**src/rtl/sm_sdram_memtest_if.sv**
```systemverilog
// User-port bus between the SDRAM memory-test sequencer and the SDRAM controller.
// The sequencer takes the master modport and the controller takes the slave modport.
interface sm_sdram_memtest_if #(
   parameter int AW = 6,
   parameter int DW = 32
);
   logic          cs;
   logic          we;
   logic [AW-1:0] a;
   logic [DW-1:0] wd;
   logic          ready;
   logic [DW-1:0] rd;

   modport master (output cs, we, a, wd, input ready, rd);
   modport slave  (input cs, we, a, wd, output ready, rd);
endinterface

```
**src/rtl/sm_sdram_memtest.sv**
```systemverilog
// SDRAM self-test sequencer: writes a pattern over 0..DEPTH-1, reads it back, and counts mismatches.
// Define SM_MEMTEST_INVPASS_EN to add a second write/read pass that uses the inverted pattern.
module sm_sdram_memtest #(
   parameter int          AW    = 6,
   parameter int          DW    = 32,
   parameter int          DEPTH = 64,
   parameter logic [31:0] SEED  = 32'h87654321
) (
   input  logic                clkIn,
   input  logic                rst_n,
   sm_sdram_memtest_if.master  mem,
   input  logic                start,
   input  logic [1:0]          mode,
   input  logic [3:0]          sel,
   output logic                busy,
   output logic                done,
   output logic                pass,
   output logic [15:0]         err_cnt,
   output logic [AW-1:0]       first_err_addr,
   output logic [3:0]          disp
);

   typedef enum logic [2:0] {
      S_IDLE, S_WR_REQ, S_WR_WAIT, S_RD_REQ, S_RD_WAIT, S_DONE
   } state_t;

   state_t          state_q, state_d;
   logic            cs_q, cs_d, we_q, we_d;
   logic [AW-1:0]   a_q, a_d;
   logic [DW-1:0]   wd_q, wd_d;
   logic            busy_q, busy_d, done_q, done_d, pass_q, pass_d;
   logic [15:0]     err_cnt_q, err_cnt_d;
   logic [AW-1:0]   first_err_q, first_err_d;
   logic [DW-1:0]   last_rd_q, last_rd_d;
   logic [1:0]      mode_q, mode_d;
   logic            wt_q, wt_d;
   logic            inv_q, inv_d;
   logic [3:0]      disp_q, disp_d;
   logic            last_idx;
   logic [15:0]     lr16;

   function automatic logic [DW-1:0] pat_word(input logic [1:0] m, input logic [AW-1:0] idx,
                                              input logic inv);
      logic [DW-1:0] p;
      case (m)
         2'd0:    p = DW'(idx);
         2'd1:    p = {{(DW-1){1'b0}}, 1'b1} << (32'(idx) % DW);
         2'd2:    p = DW'(SEED) ^ DW'(idx);
         default: p = idx[0] ? {(DW/2){2'b01}} : {(DW/2){2'b10}};
      endcase
      return inv ? ~p : p;
   endfunction

   function automatic logic [15:0] sat_inc(input logic [15:0] c);
      return (c == 16'hFFFF) ? c : c + 16'd1;
   endfunction

   assign mem.cs         = cs_q;
   assign mem.we         = we_q;
   assign mem.a          = a_q;
   assign mem.wd         = wd_q;
   assign busy           = busy_q;
   assign done           = done_q;
   assign pass           = pass_q;
   assign err_cnt        = err_cnt_q;
   assign first_err_addr = first_err_q;
   assign disp           = disp_q;

   assign last_idx = (a_q == AW'(DEPTH - 1));

   always_ff @(posedge clkIn or negedge rst_n) begin
      if (!rst_n) begin
         state_q     <= S_IDLE;
         cs_q        <= 1'b0;
         we_q        <= 1'b0;
         a_q         <= '0;
         wd_q        <= '0;
         busy_q      <= 1'b0;
         done_q      <= 1'b0;
         pass_q      <= 1'b0;
         err_cnt_q   <= '0;
         first_err_q <= '0;
         last_rd_q   <= '0;
         mode_q      <= '0;
         wt_q        <= 1'b0;
         inv_q       <= 1'b0;
         disp_q      <= '0;
      end else begin
         state_q     <= state_d;
         cs_q        <= cs_d;
         we_q        <= we_d;
         a_q         <= a_d;
         wd_q        <= wd_d;
         busy_q      <= busy_d;
         done_q      <= done_d;
         pass_q      <= pass_d;
         err_cnt_q   <= err_cnt_d;
         first_err_q <= first_err_d;
         last_rd_q   <= last_rd_d;
         mode_q      <= mode_d;
         wt_q        <= wt_d;
         inv_q       <= inv_d;
         disp_q      <= disp_d;
      end
   end

   // wt_q marks the second and later wait cycles; the controller's ready can still be
   // high from the acceptance cycle during the first one.
   always_comb begin
      state_d     = state_q;
      cs_d        = cs_q;
      we_d        = we_q;
      a_d         = a_q;
      wd_d        = wd_q;
      busy_d      = busy_q;
      done_d      = done_q;
      pass_d      = pass_q;
      err_cnt_d   = err_cnt_q;
      first_err_d = first_err_q;
      last_rd_d   = last_rd_q;
      mode_d      = mode_q;
      wt_d        = wt_q;
      inv_d       = inv_q;
      case (state_q)
         S_IDLE, S_DONE: begin
            if (state_q == S_DONE) begin
               busy_d = 1'b0;
               done_d = 1'b1;
               pass_d = (err_cnt_q == 16'd0);
            end
            if (start) begin
               mode_d      = mode;
               inv_d       = 1'b0;
               err_cnt_d   = '0;
               first_err_d = '0;
               pass_d      = 1'b0;
               done_d      = 1'b0;
               busy_d      = 1'b1;
               cs_d        = 1'b1;
               we_d        = 1'b1;
               a_d         = '0;
               wd_d        = pat_word(mode, '0, 1'b0);
               state_d     = S_WR_REQ;
            end
         end
         S_WR_REQ: begin
            if (mem.ready) begin
               cs_d    = 1'b0;
               wt_d    = 1'b0;
               state_d = S_WR_WAIT;
            end
         end
         S_WR_WAIT: begin
            wt_d = 1'b1;
            if (wt_q && mem.ready) begin
               cs_d = 1'b1;
               if (last_idx) begin
                  a_d     = '0;
                  we_d    = 1'b0;
                  state_d = S_RD_REQ;
               end else begin
                  a_d     = a_q + 1'b1;
                  we_d    = 1'b1;
                  wd_d    = pat_word(mode_q, a_q + 1'b1, inv_q);
                  state_d = S_WR_REQ;
               end
            end
         end
         S_RD_REQ: begin
            if (mem.ready) begin
               cs_d    = 1'b0;
               wt_d    = 1'b0;
               state_d = S_RD_WAIT;
            end
         end
         S_RD_WAIT: begin
            wt_d = 1'b1;
            if (wt_q && mem.ready) begin
               last_rd_d = mem.rd;
               if (mem.rd != pat_word(mode_q, a_q, inv_q)) begin
                  if (err_cnt_q == 16'd0) first_err_d = a_q;
                  err_cnt_d = sat_inc(err_cnt_q);
               end
               if (!last_idx) begin
                  a_d     = a_q + 1'b1;
                  cs_d    = 1'b1;
                  we_d    = 1'b0;
                  state_d = S_RD_REQ;
               end else begin
`ifdef SM_MEMTEST_INVPASS_EN
                  if (!inv_q) begin
                     inv_d   = 1'b1;
                     a_d     = '0;
                     cs_d    = 1'b1;
                     we_d    = 1'b1;
                     wd_d    = pat_word(mode_q, '0, 1'b1);
                     state_d = S_WR_REQ;
                  end else begin
                     state_d = S_DONE;
                  end
`else
                  state_d = S_DONE;
`endif
               end
            end
         end
         default: state_d = S_IDLE;
      endcase
   end

   // Bits of last_rd above DW-1 read as zero on the display.
   always_comb begin
      lr16 = 16'(last_rd_q);
      case (sel)
         4'b1110: disp_d = lr16[7:4];
         4'b1101: disp_d = lr16[11:8];
         4'b1011: disp_d = lr16[15:12];
         4'b0111: disp_d = {pass_q, done_q, busy_q, err_cnt_q != 16'd0};
         default: disp_d = lr16[3:0];
      endcase
   end

endmodule
```
**src/flat_wrapper.sv**
```systemverilog
// flat-port wrapper written by rule: the top's interface ports become plain ports
module sm_sdram_memtest_flat 
#(
   parameter int          AW    = 6,
   parameter int          DW    = 32,
   parameter int          DEPTH = 64,
   parameter logic [31:0] SEED  = 32'h87654321
)
  (clkIn, rst_n, start, mode, sel, busy, done, pass, err_cnt, first_err_addr, disp, mem_cs, mem_we, mem_a, mem_wd, mem_ready, mem_rd);
  sm_sdram_memtest_if #(.AW(AW), .DW(DW)) mem_i ();
  input  logic clkIn;
  input  logic rst_n;
  input  logic start;
  input  logic [1:0] mode;
  input  logic [3:0] sel;
  output logic busy;
  output logic done;
  output logic pass;
  output logic [15:0] err_cnt;
  output logic [AW-1:0] first_err_addr;
  output logic [3:0] disp;
  output wire logic [$bits(mem_i.cs)-1:0] mem_cs;
  output wire logic [$bits(mem_i.we)-1:0] mem_we;
  output wire logic [$bits(mem_i.a)-1:0] mem_a;
  output wire logic [$bits(mem_i.wd)-1:0] mem_wd;
  input wire logic [$bits(mem_i.ready)-1:0] mem_ready;
  input wire logic [$bits(mem_i.rd)-1:0] mem_rd;
  assign mem_cs = mem_i.cs;
  assign mem_we = mem_i.we;
  assign mem_a = mem_i.a;
  assign mem_wd = mem_i.wd;
  assign mem_i.ready = mem_ready;
  assign mem_i.rd = mem_rd;
  sm_sdram_memtest #(.AW(AW), .DW(DW), .DEPTH(DEPTH), .SEED(SEED)) u_core (.clkIn(clkIn), .rst_n(rst_n), .mem(mem_i), .start(start), .mode(mode), .sel(sel), .busy(busy), .done(done), .pass(pass), .err_cnt(err_cnt), .first_err_addr(first_err_addr), .disp(disp));
endmodule
```
**config.mk**
```make
export PLATFORM = sky130hd
export DESIGN_NAME = sm_sdram_memtest_flat
export DESIGN_NICKNAME = d
export VERILOG_FILES = /design/src/rtl/sm_sdram_memtest_if.sv /design/src/rtl/sm_sdram_memtest.sv /design/src/flat_wrapper.sv
export SDC_FILE = /design/constraint.sdc
export NUM_CORES = 1
export LEC_CHECK = 0
export CAP_MARGIN = 20
export CORE_MARGIN = 5
export CORE_UTILIZATION = 40
export CTS_CLUSTER_DIAMETER = 40
export DETAILED_ROUTE_END_ITERATION = 16
export PLACE_DENSITY = 0.6
export REMOVE_ABC_BUFFERS = 1
export SLEW_MARGIN = 20
export SYNTH_ARGS = -nofsm -noshare
export SYNTH_HDL_FRONTEND = slang
export SYNTH_SLANG_ARGS = --single-unit
```
**constraint.sdc**
```tcl
create_clock -name clkIn -period 4.3 [get_ports clkIn]
set_input_delay 1.075 -clock clkIn [delete_from_list [all_inputs] [get_ports clkIn]]
set_output_delay 1.075 -clock clkIn [all_outputs]
set_load 0.05 [all_outputs]
```
==> results.tsv <==
stage	metric	value	unit
clock_tree	cts_htree_levels	3	
worst_setup_path	critical-path-max-stage-delay	0.47	ns
floorplan	dieArea	17200	µm²
floorplan	floorplan.io_pins	111	
worst_setup_path	worstPathMaxFanout	10	
global_route	grt-busiest-layer	met2	
sta	maxClockFrequency	271	MHz
cells_and_area	fin_nets	813	
sta	rsz_0062_raised_after_global_routing	no	
logic_synthesis	yosys.area.top_type	sky130_fd_sc_hd__dfrtp_1	
pwr	clock_share_of_power	0.192	
logic_synthesis	part_of_the_yosys_area_used_for_sequential_elements	0.388	
detailed_routing	drt-vias-per-instance	6.04	
pwr	relative_contribution_of_sequential_cells_to_total_power	0.304	
logic_synthesis	post_synth.cell_area_avg	8.94	µm²
cells_and_area	postLayoutCoreUtil	0.514	
worst_setup_path	timing_worst_setup_path_type	flip-flop to flip-flop	
detailed_routing	route.vias.total	5737	
run_status	status	finished clean	
worst_setup_path	worst_ep_arrival_time	3.92	ns
global_route	globalRouteMet2Util	0.348	
logic_synthesis	post_synth_most_frequent_cells	91 x sky130_fd_sc_hd__dfrtp_1, 72 x sky130_fd_sc_hd__o21ai_0, 62 x sky130_fd_sc_hd__nand2_1	
clock_tree	post_cts.resized_instances	0	
pwr	power.net_switching	1.98	mW
sta	setup_viol_count_final	0	
sta	max_slew_margin	0.358	
logic_synthesis	synthesis.area	5860	µm²
sta	setup_ws	0.607	ns
detailed_routing	wl_per_cell	19.8	µm
worst_setup_path	critical_path.endpoint_type	flip-flop	
logic_synthesis	synth_largest_type_area_fraction	0.388	
clock_tree	cts_tree	built	
pwr	power.density_cell_area	585	nW/µm²
hold_path	hp-class	flip-flop to flip-flop	
cells_and_area	layout-drive-gt1-share	0.0888	
logic_synthesis	count_of_flip_flops_with_a_built_in_enable_after_synthesis	0	
floorplan	die_height	131	µm
clock_tree	post_cts_buffers	0	
logic_synthesis	synth.mux.area_fraction	0.0307	
worst_setup_path	cpMaxStageDelayCell	sky130_fd_sc_hd__nor4_1	
logic_synthesis	ys_top_cells_by_area	sky130_fd_sc_hd__dfrtp_1 39%, sky130_fd_sc_hd__o21ai_0 6.1%, sky130_fd_sc_hd__a22o_1 5.1%	
pwr	switching_share	0.455	
logic_synthesis	post-synth-top-count-cell	sky130_fd_sc_hd__dfrtp_1	
logic_synthesis	ys_warn_count	0	
floorplan	floorplan.rows	44	
pwr	combinationalPowerShare	0.503	
clock_tree	tritoncts.num_buffers	9	
placed_design	port_buffers	110	
sta	fin_crit	3.69	ns
logic_synthesis	synthesis.instances	656	
placed_design	place_congestion	0.926	
sta	post-route-period-util	0.859	
logic_synthesis	synth-compound-area-share	0.267	
clock_tree	clk_pin_slew	0.07	ns
global_route	groute.usage.overall	0.221	
detailed_routing	number_of_drc_violations_after_detailed_routing_iteration_0	307	
logic_synthesis	post_synth_xor_area_fraction	0.0224	
pwr	vdd_ir_drop_max	0.258	mV
sta	timing_max_transition_violations_final	0	
clock_tree	cts_root_buffer	sky130_fd_sc_hd__clkbuf_16	
clock_tree	clock_insertion_delay_worst_skew	0.36	ns
global_route	number_of_global_route_vias_before_repair	5625	
clock_tree	cts_hold_repair.buffers	0	
pwr	p_leak	2.94	nW
global_route	global_route.overflow_total	0	
placed_design	place_ws	0.311	ns
sta	worst_pin_slew	0.963	ns
detailed_routing	drt_first_pass_iters	5	
logic_synthesis	yosys.area_share.adder	0.0213	
clock_tree	clockBufferDepth	2	
worst_setup_path	critical_path.startpoint_type	flip-flop	
flow_run	cap_violations	0	
detailed_routing	drcViolationCount	0	
logic_synthesis	synth-seq-cells	91	
detailed_routing	detail_route.wirelength	18800	µm
floorplan	fp.coreArea	14500	µm²
pwr	intPower	2.37	mW
worst_setup_path	cp_cell_sequence	ha_1, ha_1, inv_1, o41ai_2, o2111ai_1, nor4_1, o2111ai_1, nor4_4, or2_1, o32ai_1	
global_route	wire_length_of_the_first_global_routing_pass	29900	µm
clock_tree	number_of_sinks_driven_by_the_clock_tree	91	
global_route	grt.met1_usage	0.295	
sta	report.final.hold_viol_count	0	
cells_and_area	diodes	0	
logic_synthesis	yosys_most_used_dff	sky130_fd_sc_hd__dfrtp_1	
detailed_routing	final_antenna_net_count	0	
sta	fin_hold_ws	0.498	ns
cells_and_area	fillCellCount	1385	
global_route	grt_max_degree	73	
sta	setup-tns-final	0	ns
floorplan	initial_core_util	0.405	
logic_synthesis	synth.lib_cells_used.distinct	71	
cells_and_area	areaGrowthSynthToFinish	26.9	%
logic_synthesis	yosys.area_share.simple	0.213	
global_route	antenna_found_initial	0	
placed_design	dp_hpwl	14000	µm
sta	final.setup_skew	0.0101	ns
global_route	globalRouteMet3Util	0.0502	
worst_setup_path	worst-endpoint-required	4.52	ns
floorplan	dieWidth	131	µm
logic_synthesis	postSynth.asyncResetShare	1.00	
logic_synthesis	synth_top_family_by_area	compound AO/OA/AOI/OAI gates	
-- power groups by stage --
stage          Combinational [mW]  Clock (mW)  Sequential (mW)
6_report                     2.19       0.837             1.32
5_1_grt                      2.36       0.885             1.36
4_1_cts                      2.19       0.850             1.32
3_5_place_dp                 2.19           0             1.33
3_3_place_gp                 2.16           0             1.32
2_1_floorplan               0.910           0             1.81
-- placed cells by master (no fill, tap or decap), types with 9 or more instances in the layout --
| cell type | count |
|---|---|
| sky130_fd_sc_hd__clkdlybuf4s50_1 | 109 |
| sky130_fd_sc_hd__dfrtp_1 | 91 |
| sky130_fd_sc_hd__o21ai_0 | 72 |
| sky130_fd_sc_hd__nand2_1 | 62 |
| sky130_fd_sc_hd__nor2_1 | 34 |
| sky130_fd_sc_hd__a22o_1 | 34 |
| sky130_fd_sc_hd__inv_1 | 29 |
| sky130_fd_sc_hd__a21oi_1 | 23 |
| sky130_fd_sc_hd__nand3_1 | 22 |
| sky130_fd_sc_hd__buf_4 | 22 |
| sky130_fd_sc_hd__nor3_1 | 17 |
| sky130_fd_sc_hd__mux2_2 | 16 |
| sky130_fd_sc_hd__o31ai_1 | 15 |
| sky130_fd_sc_hd__nor2b_1 | 14 |
| sky130_fd_sc_hd__nor4_1 | 13 |
| sky130_fd_sc_hd__nand2b_1 | 11 |
| sky130_fd_sc_hd__a31oi_1 | 11 |
| sky130_fd_sc_hd__nand4_1 | 10 |
| sky130_fd_sc_hd__ha_1 | 10 |
| sky130_fd_sc_hd__xnor2_1 | 9 |
| sky130_fd_sc_hd__clkbuf_16 | 9 |
-- sequential cells by signal, indices dropped and copies added, names as in the netlist, 2 cells and up --
| register | cells |
|---|---|
| u_core.err_cnt | 16 |
| u_core.first_err_addr | 6 |
| u_core.last_rd_q | 16 |
| u_core.state_q | 3 |
| u_core.mem.a | 6 |
| u_core.disp | 4 |
| u_core.mem.wd | 32 |
| u_core.mode_q | 2 |
-- layer usage --
metal	vias up	routed length [µm]
met4	0	509
met1	2776	8150
met3	53	1360
li1	2668	-
met2	240	8760
met5	-	0
-- final timing paths --
path	from	to	slack (ns)	cells past startpoint
min in group asynchronous	rst_n	u_core.mem.wd[14]	0.86	1
setup / recovery	u_core.mem.a[1]	u_core.err_cnt[1]	0.61	10
hold reg to reg	u_core.mem.we	u_core.mem.we	0.50	2
hold / removal	u_core.mem.we	u_core.mem.we	0.50	2
setup reg to reg	u_core.mem.a[1]	u_core.err_cnt[1]	0.61	10
max in group asynchronous	rst_n	u_core.mem.wd[15]	2.59	2
-- cells by family (layout without fill, tap and decap cells) --
| kind of cell | after synthesis | count (layout) |
|---|---|---|
| fa+ha+maj | 10 | 10 |
| mux | 16 | 16 |
| compound gates | 225 | 225 |
| xor+xnor | 15 | 15 |
| simple gates | 232 | 232 |
| flops | 91 | 91 |
| buf+inv | 67 | 177 |
-- critical path: cells and delay by family (launching register included) --
family,cells,cell delay (ns)
AO/OA/AOI/OAI,4,0.99
adder cells (fa/ha/maj),2,0.67
buffers and inverters,1,0.24
flip-flops,1,0.35
AND/OR/NAND/NOR,3,1.32
-- area by class of cell --
class	count	area [µm²]	share of cell area
Clock inverter	6	72.6	0.00975
Multi-Input combinational cell	498	3250	0.437
Tap cell	184	230	0.0309
Clock buffer	10	239	0.0321
Inverter	30	113	0.0151
Timing Repair Buffer	131	1260	0.169
Sequential cell	91	2280	0.306
-- per-stage QoR --
step / cell area [µm²] / power [mW] / cells
finish: 7440 / 4.35 / 950
global placement: 7130 / 3.48 / 934
floorplan: 5640 / 2.72 / 619
detailed placement: 7130 / 3.52 / 934
global route: 7440 / 4.60 / 950
CTS: 7440 / 4.37 / 950
(Power assumes the default switching activity.)
==> variant 1 (same settings) <==
Reset style: synchronous (`rst_n`), changed in one clocked block.
--- a/src/rtl/sm_sdram_memtest.sv
+++ b/src/rtl/sm_sdram_memtest.sv
@@ -69,5 +69,5 @@
    assign last_idx = (a_q == AW'(DEPTH - 1));
 
-   always_ff @(posedge clkIn or negedge rst_n) begin
+   always_ff @(posedge clkIn) begin
       if (!rst_n) begin
          state_q     <= S_IDLE;
Formal check against the unedited RTL: differs if rst_n is asserted again (counterexample within 4 cycles, from zero or initial values and one cycle with rst_n low); with rst_n held inactive, the same outputs for 4 cycles.
==> variant 1 against the original RTL <==
- sequential cell count did not move
- core utilization rose by 0.11 points
- cell area fell by 3.5%
- setup slack got worse by 0.020 ns
- global-route usage barely moved
- routed wire length fell by 0.59%
- highest routed layer unchanged
- synthesized area fell by 2.9%
Power is not compared: it rests on default switching activity, and its combinational part moved more than twofold at a synthesized area within 25%.
==> variant 1: results (changes against the original RTL) <==
via count - 5868 (+2.3%)
CP arrival - 3.93 ns (about the same)
CP max-delay cell - dfxtp_1
mux contribution to synthesized area - 1.98% (-1.1 points)
Hold Path Sink - u_core.last_rd_q[15]
vias in the first global route - 5635 (+0.18%)
Compound-Gate Fraction of Synth Area - 28.9% (+2.3 points)
Worst setup endpoint - u_core.err_cnt[15]
Layout Nets - 870 (+7.0%)
synth cell count leaders - nand2_1, dfxtp_1, o21ai_0
layout cells sized above 1 - 5.35% (-3.5 points)
DP HPWL - 13900 um (-0.70%)
Pre-antenna DRT Iters - 6 (+1)
Seq. pwr - 0.893 mW
sequential area share after synthesis - 32.0% (-6.8 points)
first-pass GRT wire length - 29800 um (-0.30%)
Crit. Startpoint - u_core.mem.a[1]
worst reg-to-reg setup slack - 0.59 ns (-0.02 ns)
status - completed
H-tree depth - 3 (unchanged)
pre-CTS WS - 0.498 ns (+0.188 ns)
XOR/XNOR Fraction of Synth Area - 3.08% (+0.84 points)
asr flop ratio synth - 0% (-100 points)
Final min period - 3.71 ns (+0.0204 ns)
max FFs per register - 32 (unchanged)
Fin Clk Skew - 0.0125 ns (+0.00242 ns)
CTS Buf Count - 9 (unchanged)
initial DRC count - 486 (+58%)
worst-path fanout max - 14 (+4)
routability cong. - 0.841 (-9.2%)
gr usage total - 22.1% (+0.036 points)
synth unique cells - 70 (-1.4%)
synth top area cells - dfxtp_1, nand2_1, o21ai_0, nor2b_1, a21boi_0
CP peak stage delay - 0.58 ns (+0.11 ns)
largest net degree at the start of global routing - 39 (-47%)
worst hold start - u_core.last_rd_q[15]
Worst-Margin Slew - 0.837 ns (-0.126 ns)
Synth Area in Adders - 2.20% (+0.064 points)
post-DR wirelength/cell - 18.6 um (-5.7%)
-- variant 1: cell types whose count changed after synthesis, moves of 14 or more --
cell      unedited run  this run
dfrtp_1             91         0
dfxtp_1              0        91
nand2_1             62        92
a22oi_1              0        28
nor2b_1             14        42
a22o_1              34         7
a21boi_0             4        28
clkbuf_1            17        35
inv_1               29        14
mux2_2              16         2
-- variant 1: cell type report --
class	instances	area [um2]
flip-flops and latches	91	1820
multi-input cells	574	3590
well taps	180	225
clock inverters	3	15.0
repair buffers	127	1220
fillers	1379	6760
inverters	15	56.3
clock buffers	12	246
-- variant 1: per-stage QoR --
stage          hold slack (ns)  std cells
2_1_floorplan            0.439        680
3_3_place_gp             0.452        987
3_5_place_dp             0.457        987
4_1_cts                  0.465       1002
5_1_grt                  0.476       1002
6_report                 0.461       1002
-- variant 1: routing by layer --
metal	track usage (%)	vias to the layer above	share of wire, %
met5	0	-	0
met4	8.77	0	2.6
met3	3.30	34	5.4
met2	36.9	190	48
met1	28.8	2782	44
li1	-	2862	-
==> variant 2 (same flow settings) <==
Without the edit above. `AW` is set to 6 in 3 places; all go to 7.
--- a/src/rtl/sm_sdram_memtest_if.sv
+++ b/src/rtl/sm_sdram_memtest_if.sv
@@ -2,5 +2,5 @@
 // The sequencer takes the master modport and the controller takes the slave modport.
 interface sm_sdram_memtest_if #(
-   parameter int AW = 6,
+   parameter int AW = 7,
    parameter int DW = 32
 );
--- a/src/rtl/sm_sdram_memtest.sv
+++ b/src/rtl/sm_sdram_memtest.sv
@@ -2,5 +2,5 @@
 // Define SM_MEMTEST_INVPASS_EN to add a second write/read pass that uses the inverted pattern.
 module sm_sdram_memtest #(
-   parameter int          AW    = 6,
+   parameter int          AW    = 7,
    parameter int          DW    = 32,
    parameter int          DEPTH = 64,
--- a/src/flat_wrapper.sv
+++ b/src/flat_wrapper.sv
@@ -2,5 +2,5 @@
 module sm_sdram_memtest_flat 
 #(
-   parameter int          AW    = 6,
+   parameter int          AW    = 7,
    parameter int          DW    = 32,
    parameter int          DEPTH = 64,
Interface: changed (resized first_err_addr and mem_a); port bits go from 111 to 113. No check against the original RTL was run, so the function may have changed too.
==> variant 2 against the original RTL <==
- cell area up 2.0%
- power increased by 2.2%
- worst hold slack lost 0.020 ns
- setup slack better by 0.074 ns
- die area rose by 2.2%
- critical path depth did not move
- routed wire length grew 6.0%
- first-iteration DRC count is 40% higher
- synthesized area is 2.4% higher
- fmax grew 2.0%
- global-route usage increased by 0.49 points
- sequential share of layout area rose by 0.059 points
- sequential cell count is 2 higher
- critical endpoint is now u_core.err_cnt[13]
- highest routed layer unchanged
==> variant 2: results (changes against the original RTL) <==
initial DRC count - 430 (+40%)
sequential area share after synthesis - 38.7% (-0.089 points)
Crit Path Class - input port to flop
vias per cell - 5.98 (-0.99%)
placed insts - 990 (+6.0%)
DP HPWL - 14700 um (+5.0%)
PortBufs - 112 (+1.8%)
Non-Filler Instances - 1005 (+5.8%)
pre-CTS WS - 0.327 ns (+0.0161 ns)
Crit. Startpoint - mem_rd[0]
vias in the first global route - 5984 (+6.4%)
first-pass GRT wire length - 32600 um (+9.2%)
Fmax - 276 MHz (+2.0%)
Peak VDD IR - 0.479 mV (+86%)
post-DR wirelength/cell - 19.8 um (+0.21%)
worst-path fanout max - 28 (+18)
worst reg-to-reg setup slack - 0.75 ns (+0.14 ns)
status - completed
routability cong. - 0.922 (-0.42%)
Mapped Cells - 718 (+9.5%)
CP peak stage delay - 0.57 ns (+0.10 ns)
Rel. slew slack - 42.0% (+6.2 points)
largest net degree at the start of global routing - 66 (-9.6%)
Lkg Pwr - 3.10 nW (+5.5%)
Layout Nets - 869 (+6.9%)
CP max-delay cell - clkdlybuf4s50_1
synth unique cells - 79 (+11%)
max FFs per register - 32 (unchanged)
root buffer cell - clkbuf_16
# fillers - 1412 (+1.9%)
layout cells sized above 1 - 6.33% (-2.5 points)
reg-to-reg startpoint - u_core.mem.a[0]
synth top area cells - dfrtp_1, nand2_1, o21ai_0, a22o_1, a21oi_1
Fin Clk Skew - 0.0116 ns (+0.00152 ns)
reg2reg path depth - 10 (unchanged)
r2r endpoint - u_core.err_cnt[13]
gr usage total - 22.6% (+0.49 points)
synth cell count leaders - nand2_1, dfrtp_1, o21ai_0
-- variant 2: stage by stage --
step	utilization (%)	hold WS, ns	power [mW]	instance area, um2
after global routing	51.8	0.514	4.72	7590
final	51.8	0.478	4.45	7590
after global placement	49.8	0.464	3.62	7290
after floorplan	-	0.445	2.83	5800
after detailed placement	49.8	0.469	3.64	7290
after CTS	51.8	0.485	4.46	7580
-- variant 2: layout make-up --
| cell class | instances | area (um2) | share of cell area, % |
|---|---|---|---|
| clock inverter | 3 | 46.3 | 0.610 |
| inverter | 25 | 93.8 | 1.24 |
| sequential | 93 | 2330 | 30.7 |
| tap | 184 | 230 | 3.03 |
| timing repair buffer | 131 | 1260 | 16.6 |
| clock buffer | 12 | 246 | 3.25 |
| multi-input combinational | 557 | 3390 | 44.6 |
-- variant 2: report_power, final --
group | internal, mW | switching, mW
Sequential | 1.11 | 0.241
Combinational | 0.796 | 1.49
Clock | 0.465 | 0.339
Total | 2.37 | 2.07
-- variant 2: metal layers --
metal,up-vias,routed length (um),GRT usage (%)
met5,-,0,0
met4,0,364,6.64
met3,23,1010,3.57
met2,210,9490,37.2
met1,2929,9050,30.8
li1,2847,-,-
-- variant 2: cells by family after synthesis --
family / after synthesis / share of synthesized area (%)
muxes: 7 / 1.23
xor gates and xnor gates: 19 / 2.77
and+or+nand+nor: 282 / 24.2
adders and majority gates: 10 / 2.08
AOI/OAI and AO/OA: 239 / 26.0
buffers and inverters: 68 / 5.00
DFF: 93 / 38.7
-- variant 2: worst reg2reg max path: stages, from the launching register on --
cell and delay [ns]:
dfrtp_1 0.50, inv_1 0.19, ha_1 0.46, nor2b_1 0.36, nand4_1 0.17, a41o_1 0.27, or4_4 0.52, nor4_4 0.27
buf_4 0.30, or3_1 0.28, o31ai_1 0.10
